<file path="src/rtl/uart_pkg.sv">
// Shared types and constants for the UART transmit arbiter.
package uart_pkg;

    localparam int UART_BYTE_W = 8;

    typedef enum logic [2:0] {
        ST_IDLE,
        ST_START,
        ST_WAIT_ACK,
        ST_WAIT_DONE,
        ST_HOLD
    } arb_state_t;

    // Bits needed to index n items, never less than one.
    function automatic int clog2_min1(input int n);
        int r;
        r = 1;
        while ((1 << r) < n) r = r + 1;
        return r;
    endfunction

endpackage

</file>
<file path="src/rtl/uart_tx_arbiter_if.sv">
// Requester-side byte handshake bundle: one valid/data/last/ready lane per producer.
interface uart_tx_arbiter_if #(
    parameter int N = 4
);

    logic [N-1:0]                               req_valid;
    logic [N-1:0][uart_pkg::UART_BYTE_W-1:0]    req_data;
    logic [N-1:0]                               req_last;
    logic [N-1:0]                               req_ready;

    modport master (output req_valid, req_data, req_last, input req_ready);
    modport slave  (input req_valid, req_data, req_last, output req_ready);

endinterface

</file>
<file path="src/rtl/uart_rr_pick.sv">
// Rotating-priority picker: first set bit of valid at or after ptr, wrapping mod N.
module uart_rr_pick #(
    parameter int N = 4,
    parameter int W = 2
) (
    input  logic [N-1:0] valid,
    input  logic [W-1:0] ptr,
    output logic         hit,
    output logic [W-1:0] idx
);

    // Scan farthest-to-nearest so the candidate closest to ptr is assigned last.
    always_comb begin
        hit = 1'b0;
        idx = '0;
        for (int k = N - 1; k >= 0; k--) begin
            if (valid[(int'(ptr) + k) % N]) begin
                hit = 1'b1;
                idx = W'((int'(ptr) + k) % N);
            end
        end
    end

endmodule

</file>
<file path="src/rtl/uart_tx_arbiter.sv">
// Round-robin arbiter with packet lock feeding a single uart_tx serializer.
module uart_tx_arbiter
    import uart_pkg::*;
#(
    parameter int N            = 4,
    parameter int ACK_TIMEOUT  = 64,
    parameter int HOLD_TIMEOUT = 0
) (
    input  logic                        clk,
    input  logic                        rst,
    uart_tx_arbiter_if.slave            req,
    output logic [clog2_min1(N)-1:0]    grant_id,
    output logic                        busy,
    output logic                        err_timeout,
    input  logic                        err_clr,
    output logic [UART_BYTE_W-1:0]      tx_data,
    output logic                        tx_start,
    input  logic                        tx_in_progress
);

    localparam int GW    = clog2_min1(N);
    localparam int TMAX  = (ACK_TIMEOUT > HOLD_TIMEOUT) ? ACK_TIMEOUT : HOLD_TIMEOUT;
    localparam int CW    = clog2_min1(TMAX + 1);

    arb_state_t             state, state_nxt;
    logic [GW-1:0]          rr_ptr, ptr_nxt;
    logic [GW-1:0]          grant_nxt;
    logic                   lock, lock_nxt;
    logic [CW-1:0]          cnt, cnt_nxt, cnt_inc;
    logic [UART_BYTE_W-1:0] data_nxt;
    logic                   start_nxt;
    logic [N-1:0]           ready_nxt;
    logic                   err_set;
    logic                   pick_hit;
    logic [GW-1:0]          pick_idx;
    logic                   cap_ok;
    logic [GW-1:0]          cap_idx;
    logic [GW-1:0]          after_grant;

    uart_rr_pick #(.N(N), .W(GW)) u_pick (
        .valid (req.req_valid),
        .ptr   (rr_ptr),
        .hit   (pick_hit),
        .idx   (pick_idx)
    );

    assign cnt_inc     = cnt + 1'b1;
    assign after_grant = (grant_id == GW'(N - 1)) ? '0 : grant_id + 1'b1;
    assign busy        = (state != ST_IDLE);

    // HOLD only listens to the locked owner; IDLE arbitrates. Both refuse while a frame is live.
    always_comb begin
        cap_ok  = 1'b0;
        cap_idx = pick_idx;
        if (state == ST_IDLE) begin
            cap_ok  = pick_hit && !tx_in_progress;
            cap_idx = pick_idx;
        end else if (state == ST_HOLD) begin
            cap_ok  = req.req_valid[grant_id] && !tx_in_progress;
            cap_idx = grant_id;
        end
    end

    always_comb begin
        state_nxt = state;
        ptr_nxt   = rr_ptr;
        grant_nxt = grant_id;
        lock_nxt  = lock;
        cnt_nxt   = cnt;
        data_nxt  = tx_data;
        start_nxt = 1'b0;
        ready_nxt = '0;
        err_set   = 1'b0;

        unique case (state)
            ST_IDLE, ST_HOLD: begin
                if (cap_ok) begin
                    data_nxt           = req.req_data[cap_idx];
                    ready_nxt[cap_idx] = 1'b1;
                    grant_nxt          = cap_idx;
                    lock_nxt           = ~req.req_last[cap_idx];
                    start_nxt          = 1'b1;
                    state_nxt          = ST_START;
                end else if (state == ST_HOLD && HOLD_TIMEOUT != 0) begin
                    if (cnt_inc == CW'(HOLD_TIMEOUT)) begin
                        err_set   = 1'b1;
                        lock_nxt  = 1'b0;
                        ptr_nxt   = after_grant;
                        state_nxt = ST_IDLE;
                    end else begin
                        cnt_nxt = cnt_inc;
                    end
                end
            end
            ST_START: begin
                cnt_nxt   = '0;
                state_nxt = ST_WAIT_ACK;
            end
            ST_WAIT_ACK: begin
                if (tx_in_progress) begin
                    state_nxt = ST_WAIT_DONE;
                end else if (cnt_inc == CW'(ACK_TIMEOUT)) begin
                    err_set   = 1'b1;
                    lock_nxt  = 1'b0;
                    ptr_nxt   = after_grant;
                    state_nxt = ST_IDLE;
                end else begin
                    cnt_nxt = cnt_inc;
                end
            end
            ST_WAIT_DONE: begin
                if (!tx_in_progress) begin
                    if (lock) begin
                        cnt_nxt   = '0;
                        state_nxt = ST_HOLD;
                    end else begin
                        ptr_nxt   = after_grant;
                        state_nxt = ST_IDLE;
                    end
                end
            end
            default: state_nxt = ST_IDLE;
        endcase
    end

    always_ff @(posedge clk or posedge rst) begin
        if (rst) begin
            state         <= ST_IDLE;
            rr_ptr        <= '0;
            grant_id      <= '0;
            lock          <= 1'b0;
            cnt           <= '0;
            tx_data       <= '0;
            tx_start      <= 1'b0;
            req.req_ready <= '0;
            err_timeout   <= 1'b0;
        end else begin
            state         <= state_nxt;
            rr_ptr        <= ptr_nxt;
            grant_id      <= grant_nxt;
            lock          <= lock_nxt;
            cnt           <= cnt_nxt;
            tx_data       <= data_nxt;
            tx_start      <= start_nxt;
            req.req_ready <= ready_nxt;
            // A new timeout in the same cycle as a clear keeps the flag set.
            if (err_set)      err_timeout <= 1'b1;
            else if (err_clr) err_timeout <= 1'b0;
        end
    end

endmodule

</file>
<file path="src/flat_wrapper.sv">
// flat-port wrapper written by rule: the top's interface ports become plain ports
module uart_tx_arbiter_flat import uart_pkg::*;
#(
    parameter int N            = 4,
    parameter int ACK_TIMEOUT  = 64,
    parameter int HOLD_TIMEOUT = 0
)
  (clk, rst, grant_id, busy, err_timeout, err_clr, tx_data, tx_start, tx_in_progress, req_req_valid, req_req_data, req_req_last, req_req_ready);
  uart_tx_arbiter_if #(.N(N)) req_i ();
  input  logic clk;
  input  logic rst;
  output logic [clog2_min1(N)-1:0] grant_id;
  output logic busy;
  output logic err_timeout;
  input  logic err_clr;
  output logic [UART_BYTE_W-1:0] tx_data;
  output logic tx_start;
  input  logic tx_in_progress;
  input wire logic [$bits(req_i.req_valid)-1:0] req_req_valid;
  input wire logic [$bits(req_i.req_data)-1:0] req_req_data;
  input wire logic [$bits(req_i.req_last)-1:0] req_req_last;
  output wire logic [$bits(req_i.req_ready)-1:0] req_req_ready;
  assign req_i.req_valid = req_req_valid;
  assign req_i.req_data = req_req_data;
  assign req_i.req_last = req_req_last;
  assign req_req_ready = req_i.req_ready;
  uart_tx_arbiter #(.N(N), .ACK_TIMEOUT(ACK_TIMEOUT), .HOLD_TIMEOUT(HOLD_TIMEOUT)) u_core (.clk(clk), .rst(rst), .req(req_i), .grant_id(grant_id), .busy(busy), .err_timeout(err_timeout), .err_clr(err_clr), .tx_data(tx_data), .tx_start(tx_start), .tx_in_progress(tx_in_progress));
endmodule
</file>
<file path="config.mk">
export PLATFORM = sky130hd
export DESIGN_NAME = uart_tx_arbiter_flat
export DESIGN_NICKNAME = d
export VERILOG_FILES = /design/src/rtl/uart_pkg.sv /design/src/rtl/uart_tx_arbiter_if.sv /design/src/rtl/uart_rr_pick.sv /design/src/rtl/uart_tx_arbiter.sv /design/src/flat_wrapper.sv
export SDC_FILE = /design/constraint.sdc
export NUM_CORES = 1
export LEC_CHECK = 0
export BUFFER_PORTS_ARGS = -buffer_cell sky130_fd_sc_hd__clkbuf_2
export CAP_MARGIN = 20
export CELL_PAD_IN_SITES_DETAIL_PLACEMENT = 0
export CELL_PAD_IN_SITES_GLOBAL_PLACEMENT = 2
export CORE_MARGIN = 4
export CORE_UTILIZATION = 30
export CTS_BUF_LIST = sky130_fd_sc_hd__clkbuf_16
export CTS_CLUSTER_DIAMETER = 50
export CTS_CLUSTER_SIZE = 16
export DETAILED_ROUTE_END_ITERATION = 8
export GPL_TIMING_DRIVEN = 0
export MAX_ROUTING_LAYER = met4
export PLACE_DENSITY_LB_ADDON = 0.1
export SYNTH_ARGS = -nofsm -noshare
export SYNTH_HDL_FRONTEND = slang
export SYNTH_SLANG_ARGS = --single-unit
</file>
<file path="constraint.sdc">
create_clock -name clk -period 2.9 [get_ports clk]
set_input_delay 0.29 -clock clk [delete_from_list [all_inputs] [get_ports clk]]
set_output_delay 0.29 -clock clk [all_outputs]
set_load 0.01 [all_outputs]
</file>
## Yosys cells after proc, flatten, opt, wreduce, memory -nomap -nowiden

Index checks and enable logic that the tools add are counted.

| storage, ports and cells | value |
|---|---|
| register bits after elaboration | 29 |
| input bits | 44 |
| word-level logic and storage cells | 119 |

| cells by class | value |
|---|---|
| add/subtract/negate cells | 5 |
| order comparisons | 7 |
| equal/unequal tests | 14 |
| muxes and demuxes | 61 |
| bitwise operators | 4 |
| reduce and logical (&&, ||, !) cells | 19 |

Operators with widths:

| cell | number |
|---|---|
| two-way mux 7 bit | 4 |
| two-way mux 1 bit | 26 |
| two-way mux 2 bit | 11 |
| case mux 7 bit (3 select lines) | 1 |
| binary-select mux 8 bit (select 2 bit) | 1 |
| two-way mux 3 bit | 5 |
| binary-select mux 1 bit (select 2 bit) | 6 |
| less-than comparator 3 x 4 -> 1 bit, second input constant | 3 |
| case mux 3 bit (4 select lines) | 1 |
| AND reduction 5 bit | 2 |
| less-than comparator 2 x 3 -> 1 bit, second input constant | 3 |
| two-way mux 4 bit | 2 |
| two-way mux 8 bit | 1 |
| != test 2 bit, second input constant | 4 |
| OR reduction 2 bit | 4 |
| adder 7 x 1 -> 7 bit, second input constant | 1 |
| == test 7 bit, second input constant | 1 |
| == test 3 x 2 -> 1 bit, second input constant | 2 |
| != test 2 x 1 -> 1 bit, second input constant | 3 |
| nonzero test 2 bit | 3 |
| nonzero test 3 bit | 2 |
| adder 2 x 1 -> 2 bit, second input constant | 2 |
| adder 2 bit, second input constant | 2 |
| case mux 2 bit (2 select lines) | 1 |
| other kinds (15) | 19 |

## Longest topological paths before layout

Gate-level depths: netlist of the first run.

| logic depth | value |
|---|---|
| depth after elaboration | 18 |
| depth in mapped cells | 8 |
| mapped depth without buffers | 6 |

## Cells and area by module

From an unflattened synthesis of the first run, not the netlist that was laid out.

| unflattened totals | value |
|---|---|
| cell total of the unflattened synthesis | 179 |
| area total of the unflattened synthesis | 1910.6 um^2 |

Modules (own cells, without submodules):

| module | times used | cells each | area an instance (um^2) | sequential area each (um^2) |
|---|---|---|---|---|
| uart_tx_arbiter | 1 | 166 | 1833.0 | 725.7 |
| uart_rr_pick | 1 | 13 | 77.6 | 0.0 |

## Least setup slack after synthesis of the first run

OpenSTA, ideal clock, no wires.

| timing path | value |
|---|---|
| path type | register to register |
| from | register u_core.grant_id[0] |
| to | register u_core.tx_data[1] |
| arrival | 1.779 ns |
| slack | 0.983 ns |
| cell stages (with the launch flop) | 7 |
| period minus slack after synthesis | 1.917 ns |
| cell sequence | dfrtp_1 -> mux4_1 -> mux2i_1 -> or4_1 -> buf_6 -> nor2_4 -> a221oi_2 |

| between the ends | value |
|---|---|
| longest elaborated chain between the ends | 6 |
| elaborated cells between the ends (all ways) | 10 |
| classes of those cells | mux: 8; reduce/logical: 2 |

RTL lines:

| item | line | source |
|---|---|---|
| start: declaration | uart_tx_arbiter.sv:12 | `output logic [clog2_min1(N)-1:0] grant_id,` |
| start signal: assignment | uart_tx_arbiter.sv:140 | `grant_id <= grant_nxt;` |
| binary-select mux 1 bit (select 2 bit) | uart_tx_arbiter.sv:59 | `cap_ok = req.req_valid[grant_id] && !tx_in_progress;` |
| two-way mux 1 bit (implied by the code) | uart_tx_arbiter.sv:59 |  |
| logical AND 1 bit | uart_tx_arbiter.sv:59 |  |
| two-way mux 1 bit | uart_tx_arbiter.sv:58 | `end else if (state == ST_HOLD) begin` |
| two-way mux 1 bit | uart_tx_arbiter.sv:55 | `if (state == ST_IDLE) begin` |
| AND reduction 2 bit (no line) | n/a |  |
| end signal: assignment | uart_tx_arbiter.sv:143 | `tx_data <= data_nxt;` |
| end: declaration | uart_tx_arbiter.sv:16 | `output logic [UART_BYTE_W-1:0] tx_data,` |

Parallel ways exist; a longest one is shown, timed or not. The select of a mux whose other input is x is not followed.
A chain may end at the register's enable or synchronous reset.

## Final worst setup path of the first run

| timing path | value |
|---|---|
| from | register u_core.rr_ptr[1] |
| to | register u_core.tx_data[2] |

| between the ends | value |
|---|---|
| longest elaborated chain between the ends | 12 |
| elaborated cells between the ends (all ways) | 29 |
| classes of those cells | add/sub: 3; mux: 24; reduce/logical: 2 |

RTL lines:

| item | line | source |
|---|---|---|
| start: declaration | uart_tx_arbiter.sv:26 | `logic [GW-1:0] rr_ptr, ptr_nxt;` |
| start signal: assignment | uart_tx_arbiter.sv:139 | `rr_ptr <= ptr_nxt;` |
| adder 2 bit | uart_rr_pick.sv:17, uart_rr_pick.sv:19 |  |
| binary-select mux 1 bit (select 2 bit) | uart_rr_pick.sv:17 | `if (valid[(int'(ptr) + k) % N]) begin` |
| two-way mux 1 bit (implied by the code) (2 in a row) | uart_rr_pick.sv:17 |  |
| two-way mux 2 bit (4 in a row) | uart_rr_pick.sv:17 |  |
| two-way mux 2 bit | uart_tx_arbiter.sv:58 |  |
| two-way mux 2 bit | uart_tx_arbiter.sv:55 |  |
| binary-select mux 8 bit (select 2 bit) | uart_tx_arbiter.sv:78 | `data_nxt = req.req_data[cap_idx];` |
| two-way mux 8 bit (implied by the code) | uart_tx_arbiter.sv:78 |  |

Parallel ways exist; a longest one is shown, timed or not. The select of a mux whose other input is x is not followed.

==> out/summary.md, run 1 <==
The flow ran to the end, and the final reports show no timing, DRC or antenna violations. The final layout contains routed wiring with a total length of 5000 um. The run gives 270 ps as the clock latency on the worst-skew pair.

The starting utilization of the core area came out at 0.316. Summing all multi-input logic gate instances after layout gives 0.00106 mm2. The initial detailed-routing violation count was 54. The floorplan step set the die width to 87.9 um. The part of the Yosys area used for sequential elements was 0.379. The final critical-path share of the clock period was 0.728. Area of the core region: 0.00606 mm2.

In this run the core area contains 28 standard-cell rows. The repair_antennas step left the layout with diodes totalling 0. The area overhead of the layout relative to synthesis works out to 29.3%. The pin slew with the least headroom to its limit came out at 551 ps. For this run, design rule violations remaining after detail routing come to 0. Setup violations remaining at the end of the flow were counted as 0. The logs give 20 for the maximum number of pins on one net before global-route repair and 0 for the number of buffers added to fix hold violations after cts. The run gives 2160 uW as the overall power after layout.

After clock tree synthesis, the setup repair step added 0 buffers. Synthesis produced a netlist whose cell count is 181. The wire length of the first global-routing pass is 8510 um. The first detailed-routing pass took 4 iterations.

The clock slew seen by the registers of the worst setup and hold paths came out at 50 ps. The cell leakage power came out at 0.00121 uW. After clock tree synthesis, the repair step resized 0 gates. The power per standard cell area works out to 872 mW/mm2.

The async set-reset flop share out of synthesis came out at 1.00. Setup repair after global routing left no endpoint under its margin. The register bit total from synthesis was 29. The worst setup path is of the reg -> reg kind.

At the worst endpoint, the arrival time is 2250 ps. Combined global-route utilization of all metal layers: 0.146. TritonCTS built the clock tree. The average size of a mapped cell was 10.6 um2; the headroom to the max-slew limit was 0.632.

The logs give 0 ps for the total negative slack for setup checks and 0.00191 mm2 for the post-synthesis instance area. The number of different library cells used by synthesis comes to 58. Launching element type of the critical path: a flop.

The logs give 0.761 for the final estimated routing congestion in global placement and 0 for the number of pins with negative max-slew slack in the final report. The number of hold-slack violations in the final timing report is 0. The net total in the final layout was 295; the initial antenna violation count was 0. Static timing analysis puts the maximum clock frequency at 474 MHz. The CTS sink count was 29; the overall overflow remaining after global route was 0. The post-DP HPWL was 3790 um.

The I/O pin count is 61, and the number of nets still failing antenna checks after routing is 0. Among all flip-flop cells after synthesis, the most frequent one is sky130_fd_sc_hd__dfrtp_1. Dividing the detail-routed wire length by the instance count gives 15.4 um.

After filler insertion, the fill cell instance count of the layout stands at 640. Between clock sinks in the finished design, the worst skew comes to 3.74 ps. The minimum period implied by the final worst setup slack was 2110 ps; the net count after synthesis was 227. For the worst setup path, the data required time is 3040 ps. Of all nets on the critical path, the largest fanout is 10.

STA classifies the critical path endpoint as a flop. Dividing the detail-routed via count by the number of cells gives 5.00. The tools report the worst IR drop on VDD as 0.342 mV. Yosys mapped a number of flops with a built-in enable equal to 0. The run gives 1685 as the via count of the first global-routing pass.

Combined flip-flop and latch cell area: 726 um2. During synthesis, Yosys emitted a total of 0 warnings. The floorplan step set the die height to 87.9 um. The CTS buffer count came out at 5.

The routed layout has 1624 vias. The floorplan step defined a die boundary enclosing 0.00772 mm2. Number of max-cap violations: 0.

The tools report the root buffer selected by CTS as sky130_fd_sc_hd__clkbuf_16. The fraction of layout cells with a size suffix above 1 is 0.400, and the port buffer count is 60. The run gives 2 as the H-tree depth. The tools report the worst-case clock buffer depth as 2. Kind of path behind the tightest hold check: in -> async.
-- cells in the mapped netlist, types with 2 or more instances --
library cell               count  area, um2
sky130_fd_sc_hd__a21o_1        2       15.0
sky130_fd_sc_hd__a21oi_1       6       30.0
sky130_fd_sc_hd__a221oi_2      8        120
sky130_fd_sc_hd__a22o_1        2       17.5
sky130_fd_sc_hd__and3_1        2       12.5
sky130_fd_sc_hd__buf_6         4       45.0
sky130_fd_sc_hd__clkbuf_1      2       7.51
sky130_fd_sc_hd__dfrtp_1      29        726
sky130_fd_sc_hd__ha_1          2       25.0
sky130_fd_sc_hd__inv_1         7       26.3
sky130_fd_sc_hd__mux2_2        3       33.8
sky130_fd_sc_hd__mux2i_1      20        200
sky130_fd_sc_hd__nand2_1      11       41.3
sky130_fd_sc_hd__nand3_1       8       40.0
sky130_fd_sc_hd__nor2_1       18       67.6
sky130_fd_sc_hd__nor2_4        2       22.5
sky130_fd_sc_hd__nor2b_1       2       12.5
sky130_fd_sc_hd__nor3_1        4       20.0
sky130_fd_sc_hd__nor3b_1       3       22.5
sky130_fd_sc_hd__o21ai_0       6       30.0
sky130_fd_sc_hd__or3b_2        2       17.5
sky130_fd_sc_hd__or4_1         2       15.0
-- critical path, stage by stage, from the launching register on --
cell and delay [ps]:
sky130_fd_sc_hd__dfrtp_1 470, sky130_fd_sc_hd__or3b_2 490, sky130_fd_sc_hd__o221a_2 180, sky130_fd_sc_hd__a21boi_2 150
sky130_fd_sc_hd__buf_6 180, sky130_fd_sc_hd__buf_8 160, sky130_fd_sc_hd__mux2i_1 240, sky130_fd_sc_hd__a221oi_2 80
-- kinds of logic after synthesis --
logic type | synth area share
and+or+nand+nor | 0.188
xor gates and xnor gates | 0.00458
AOI/OAI and AO/OA | 0.201
adders and majority gates | 0.0131
buffers and inverters | 0.0667
DFF | 0.379
muxes | 0.148
-- cell usage in the layout (no fill, tap or decap), types with 2 or more instances in the layout --
| cell | instances |
|---|---|
| sky130_fd_sc_hd__dfrtp_1 | 29 |
| sky130_fd_sc_hd__nor3_1 | 4 |
| sky130_fd_sc_hd__clkbuf_16 | 5 |
| sky130_fd_sc_hd__clkinv_2 | 2 |
| sky130_fd_sc_hd__buf_6 | 4 |
| sky130_fd_sc_hd__clkbuf_1 | 2 |
| sky130_fd_sc_hd__o21ai_0 | 6 |
| sky130_fd_sc_hd__and3_1 | 2 |
| sky130_fd_sc_hd__mux2_2 | 3 |
| sky130_fd_sc_hd__nor3b_1 | 3 |
| sky130_fd_sc_hd__ha_1 | 2 |
| sky130_fd_sc_hd__a21o_1 | 2 |
| sky130_fd_sc_hd__or4_1 | 2 |
| sky130_fd_sc_hd__inv_1 | 8 |
| sky130_fd_sc_hd__nand2_1 | 11 |
| sky130_fd_sc_hd__a221oi_2 | 8 |
| sky130_fd_sc_hd__nand3_1 | 8 |
| sky130_fd_sc_hd__clkbuf_2 | 60 |
| sky130_fd_sc_hd__nor2_4 | 2 |
| sky130_fd_sc_hd__mux2i_1 | 20 |
| sky130_fd_sc_hd__a22o_1 | 2 |
| sky130_fd_sc_hd__or3b_2 | 2 |
| sky130_fd_sc_hd__nor2b_1 | 2 |
| sky130_fd_sc_hd__a21oi_1 | 6 |
| sky130_fd_sc_hd__nor2_1 | 18 |
-- final timing paths --
check / startpoint / end / slack [ps] / cells after the start
setup / recovery: u_core.rr_ptr[1] / u_core.tx_data[2] / 790 / 7
hold / removal: rst / u_core.err_timeout / 40 / 2
setup reg to reg: u_core.rr_ptr[1] / u_core.tx_data[2] / 790 / 7
hold reg to reg: u_core.state[2] / u_core.state[1] / 540 / 1
max in group asynchronous: rst / u_core.tx_data[2] / 2370 / 3
min in group clk: err_clr / u_core.err_timeout / 190 / 2
-- power by group --
part	internal [uW]	switching (uW)
registers	540	129
clock network	311	178
logic	474	526
-- registers in the layout, summed over array words and instances, names as in the netlist --
register              cells
u_core.tx_data            8
u_core.cnt                7
u_core.grant_id           2
u_core.rr_ptr             2
u_core.state              3
u_core.lock               1
u_core.tx_start           1
u_core.req.req_ready      4
u_core.err_timeout        1
-- final cells by class --
| cell class | count | area share |
|---|---|---|
| clock inverters | 3 | 0.00556 |
| well taps | 75 | 0.0379 |
| flip-flops and latches | 29 | 0.293 |
| clock buffers | 5 | 0.0506 |
| multi-input cells | 135 | 0.429 |
| plain buffers | 9 | 0.0374 |
| inverters | 8 | 0.0142 |
| repair buffers | 61 | 0.132 |
-- layer usage --
| layer | share of wire | vias to the layer above | wire length, um | track usage |
|---|---|---|---|---|
| li1 | - | 818 | - | - |
| met1 | 0.49 | 760 | 2440 | 0.205 |
| met2 | 0.45 | 40 | 2240 | 0.204 |
| met3 | 0.050 | 6 | 248 | 0.0367 |
| met4 | 0.013 | 0 | 67 | 0.0502 |
| met5 | 0 | - | 0 | - |
-- stage by stage --
stage           util  area, um2  cells  setup WS, ps  hold slack (ps)
2_1_floorplan      -       1910    181           983              368
3_3_place_gp   0.381       2310    316           790              470
3_5_place_dp   0.385       2340    317           787              347
4_1_cts        0.408       2470    325           775             54.2
5_1_grt        0.408       2470    325           634             92.5
6_report       0.408       2470    325           789             39.4
Note: power is estimated with default switching activity, not from simulation.
==> run 2: changes to the inputs <==
--- a/config.mk
+++ b/config.mk
@@ -5,12 +5,13 @@
 export SDC_FILE = /design/constraint.sdc
 export NUM_CORES = 1
 export LEC_CHECK = 0
+export ABC_AREA = 1
 export BUFFER_PORTS_ARGS = -buffer_cell sky130_fd_sc_hd__clkbuf_2
 export CAP_MARGIN = 20
 export CELL_PAD_IN_SITES_DETAIL_PLACEMENT = 0
 export CELL_PAD_IN_SITES_GLOBAL_PLACEMENT = 2
 export CORE_MARGIN = 4
-export CORE_UTILIZATION = 30
+export CORE_UTILIZATION = 25
 export CTS_BUF_LIST = sky130_fd_sc_hd__clkbuf_16
 export CTS_CLUSTER_DIAMETER = 50
 export CTS_CLUSTER_SIZE = 16
==> constraint.sdc (replaced) <==
create_clock -name clk -period 1.8 [get_ports clk]
set_input_delay 0.18 -clock clk [delete_from_list [all_inputs] [get_ports clk]]
set_output_delay 0.18 -clock clk [all_outputs]
set_load 0.01 [all_outputs]
==> out/summary.md, run 2 <==
The clock slew seen by the registers of the worst setup and hold paths was 50 ps (about the same); the part of the Yosys area used for sequential elements was 0.358 (-0.0208). The final critical-path share of the clock period works out to 1.01 (+0.278). The final routed DRC violation total is 0 (unchanged). The logs give 420 (+42%) for the net total in the final layout and 0.00203 mm2 (+5.8%) for the post-synthesis instance area.

The tools report the post-route non-filler standard cell count as 476 (+46%). The number of iterations in the first detailed-routing pass is 4 (unchanged). Number of hold-slack violations in the final timing report: 0 (unchanged).

The worst setup path is of the reg -> reg kind. The number of instances in the synthesized netlist was 291 (+61%). The area overhead of the layout relative to synthesis came out at 44.3%.

The wire length of the first global-routing pass was 10000 um (+18%); the initial antenna violation count was 0 (unchanged). The library cell appearing most often on the critical path was sky130_fd_sc_hd__nand2_1. For the met1 wire length, the log shows 3010 um (+23%). The async set-reset flop share out of synthesis was 1.00 (unchanged). The maximum number of pins on one net before global-route repair came out at 18 (-10%). The clock skew came out at 4.56 ps (+0.825 ps). The post-DP HPWL is 4460 um (+18%). The most common cell in the synthesized netlist is sky130_fd_sc_hd__nand2_1. The I/O pin count is 61 (unchanged). The tools report the H-tree depth as 2 (unchanged).

Cell with the largest stage delay on the worst path: sky130_fd_sc_hd__dfrtp_1. The tools report the CTS buffer count as 5 (unchanged). The upper clock frequency limit is 552 MHz (+17%).

The register with the most flip-flops in the final layout is u_core.tx_data. In the final layout, the registers with the most flip-flops are u_core.tx_data: 8 flops, u_core.cnt: 7 flops, u_core.req.req_ready: 4 flops. The logs give 0 (unchanged) for the number of synthesis warnings and -10.8 ps (-800 ps) for the post-layout worst setup margin. The area of the core region is 0.00781 mm2 (+29%), and the headroom to the max-slew limit is 0.576 (-0.0564). The run gives 0.554 mV (+62%) as the worst IR drop on VDD. Number of enable-type register cells in the synthesized netlist: 0 (unchanged). The fraction of post-synthesis cell area in the top cell type by area came out at 0.358 (-0.0208). The combined global-route utilization of all metal layers came out at 0.133 (-0.0138). The signal on the critical path passes through buf_6, inv_8, nand2_2, nand2_2, nand2_1, nand2_1, nand2_1, nand2_2, nand2_1, nand2_1, nand2_2, nand2_4, clkbuf_16, nand2_2, nand3_2, nand2_1, inv_1, nand2_1. By area the synthesized netlist is led by sky130_fd_sc_hd__dfrtp_1 (36%), sky130_fd_sc_hd__nand2_1 (18%), sky130_fd_sc_hd__nand3_1 (6.9%).

Sorting the synthesized cells by how often they occur yields sky130_fd_sc_hd__nand2_1 (99), sky130_fd_sc_hd__inv_1 (36), sky130_fd_sc_hd__dfrtp_1 (29). The met2 wire length was 2880 um (+29%). The number of nets still failing antenna checks after routing came out at 0 (unchanged). For the cell leakage power, the log shows 0.00156 uW (+29%).

The tools report the count of unique library cells instantiated by Yosys as 35 (-40%). The launching element type of the critical path was a flop. The routed length on met3 is 271 um (+9.3%). The CTS sink count was 29 (unchanged); the worst-case clock buffer depth was 2 (unchanged). The largest total area in the synthesized netlist belongs to sky130_fd_sc_hd__dfrtp_1.

Leaving out fill and tap cells, the most frequent cell in the layout is sky130_fd_sc_hd__nand2_1. The die height came out at 98.0 um (+12%). The tools report the via count of the first global-routing pass as 2051 (+22%). Setup repair after global routing could not meet its margin everywhere. The minimum period implied by the final worst setup slack was 1810 ps (-300 ps); the initial detailed-routing violation count was 34 (-37%). Leaving out fill and tap cells, the most frequent cells in the layout are sky130_fd_sc_hd__nand2_1 (90), sky130_fd_sc_hd__clkbuf_2 (61), sky130_fd_sc_hd__inv_1 (37), sky130_fd_sc_hd__nand2_2 (29), sky130_fd_sc_hd__dfrtp_1 (27). For the final estimated routing congestion in global placement, the log shows 0.840 (+10%). TritonCTS built the clock tree.

The starting utilization of the core area is 0.259 (-0.0564), and the overall power after layout is 5040 uW (+130%). The floorplan die area was 0.00961 mm2 (+24%). STA classifies the critical path endpoint as a flop. For the routed wire length, the log shows 6200 um (+24%). The net count after synthesis was 337 (+48%); the endpoint required time on the critical path was 1960 ps (-1080 ps).

The port buffer count was 60 (unchanged); the average size of a mapped cell was 6.96 um2 (-34%). The logs give 0 (unchanged) for the overall overflow remaining after global route and 32 (+14%) for the number of rows in the core area. For this run, the leading register cell type out of synthesis is sky130_fd_sc_hd__dfrtp_1. The pin slew with the least headroom to its limit works out to 636 ps (+84.6 ps).

The number of max-cap violations is 0 (unchanged). The flow ran to the end, but the final reports show violations. The number of cells after detailed placement is 454 (+43%), and the ratio of routed vias to standard cells is 4.29 (-14%). The register bit total from synthesis is 29 (unchanged), and the wire length per cell after detailed routing is 13.0 um (-15%). Clock tree synthesis selected as its root buffer the cell sky130_fd_sc_hd__clkbuf_16.

Kind of path behind the tightest hold check: in -> reg. The number of inserted diodes is 0 (unchanged). The total via count in the routed design was 2043 (+26%); the power per standard cell area was 1720 mW/mm2 (+98%). The tools report the number of pins with negative max-slew slack in the final report as 0 (unchanged). The fraction of layout cells with a size suffix above 1 is 0.401 (+0.00107), and the delay of the slowest cell on the worst path is 370 ps (-120 ps). The largest fanout on the critical path is 8 (-2). The clock latency on the worst-skew pair came out at 270 ps (about the same).

The arrival time at the worst endpoint came out at 1970 ps (-280 ps). The checks that failed: negative setup slack. The tools report the final-report setup violation count as 3 (+3). The flip-flop count of the largest register, all copies and words added was 8 (unchanged). Signal routing reaches up to met4. The die outline width is 98.0 um (+12%).
run 2: what timing repair did:
| item | in CTS | in global routing |
|---|---|---|
| hold buffers | 1 | 0 |
| pin swaps | 5 | 15 |
| gates resized for setup | 9 | 34 |
| setup buffers | 2 | 11 |
| endpoints found under the setup margin | 12 | 26 |
| hold endpoints to repair | 6 | 0 |
| gates cloned | 0 | 1 |
run 2: routing by layer:
metal,vias to the layer above,track usage
met5,-,-
met1,918,0.178
met4,0,0.0256
met2,49,0.206
li1,1072,-
met3,4,0.0300
run 2: kinds of logic (layout without fill, tap and decap cells):
group	after synthesis	in the layout	share of synthesized area
buffers and inverters	48	131	0.112
adder cells (fa/ha/maj)	2	2	0.0124
XOR/XNOR	4	4	0.0173
AND/OR/NAND/NOR	186	186	0.433
AO/OA/AOI/OAI	22	22	0.0667
flip-flops	29	29	0.358
run 2: power by group:
part | switching, uW | total [uW] | internal, uW
clock | 276 | 769 | 493
combinational | 1850 | 3200 | 1350
sequential | 198 | 1070 | 874
total | 2320 | 5040 | 2720
run 2: path summary, 6_finish.rpt:
check,startpoint,endpoint,slack (ps),depth (start not counted)
max,u_core.rr_ptr[0],u_core.tx_data[6],-10,18
min,err_clr,u_core.err_timeout,90,2
max reg2reg,u_core.rr_ptr[0],u_core.tx_data[6],-10,18
min reg2reg,u_core.lock,u_core.lock,520,2
max in group asynchronous,rst,u_core.rr_ptr[1],740,4
min in group asynchronous,rst,u_core.tx_data[7],530,3
run 2: stage by stage:
stage | hold WS, ps | cell area, um2 | setup slack (ps) | utilization | setup TNS (ps)
after global placement | 372 | 2450 | -85.9 | 0.314 | -800
after floorplan | 258 | 2030 | 195 | - | 0
final | 93.7 | 2920 | -10.8 | 0.375 | -24.0
after detailed placement | 290 | 2480 | -73.9 | 0.318 | -399
after global routing | 109 | 2920 | -163 | 0.375 | -1700
after CTS | 89.3 | 2680 | -6.66 | 0.343 | -6.66
run 2: final cells by class:
type	instances	area, um2
multi-input cells	214	1200
clock buffers	5	125
plain buffers	8	88.8
clock inverters	2	7.51
fillers	881	4880
inverters	40	160
repair buffers	76	485
flip-flops and latches	29	728
well taps	102	128
run 2: critical path: cells and delay by family, from the launching register on:
kind	cells	cell delay, ps
flip-flops	1	370
buffers and inverters	4	450
AND/OR/NAND/NOR	14	890
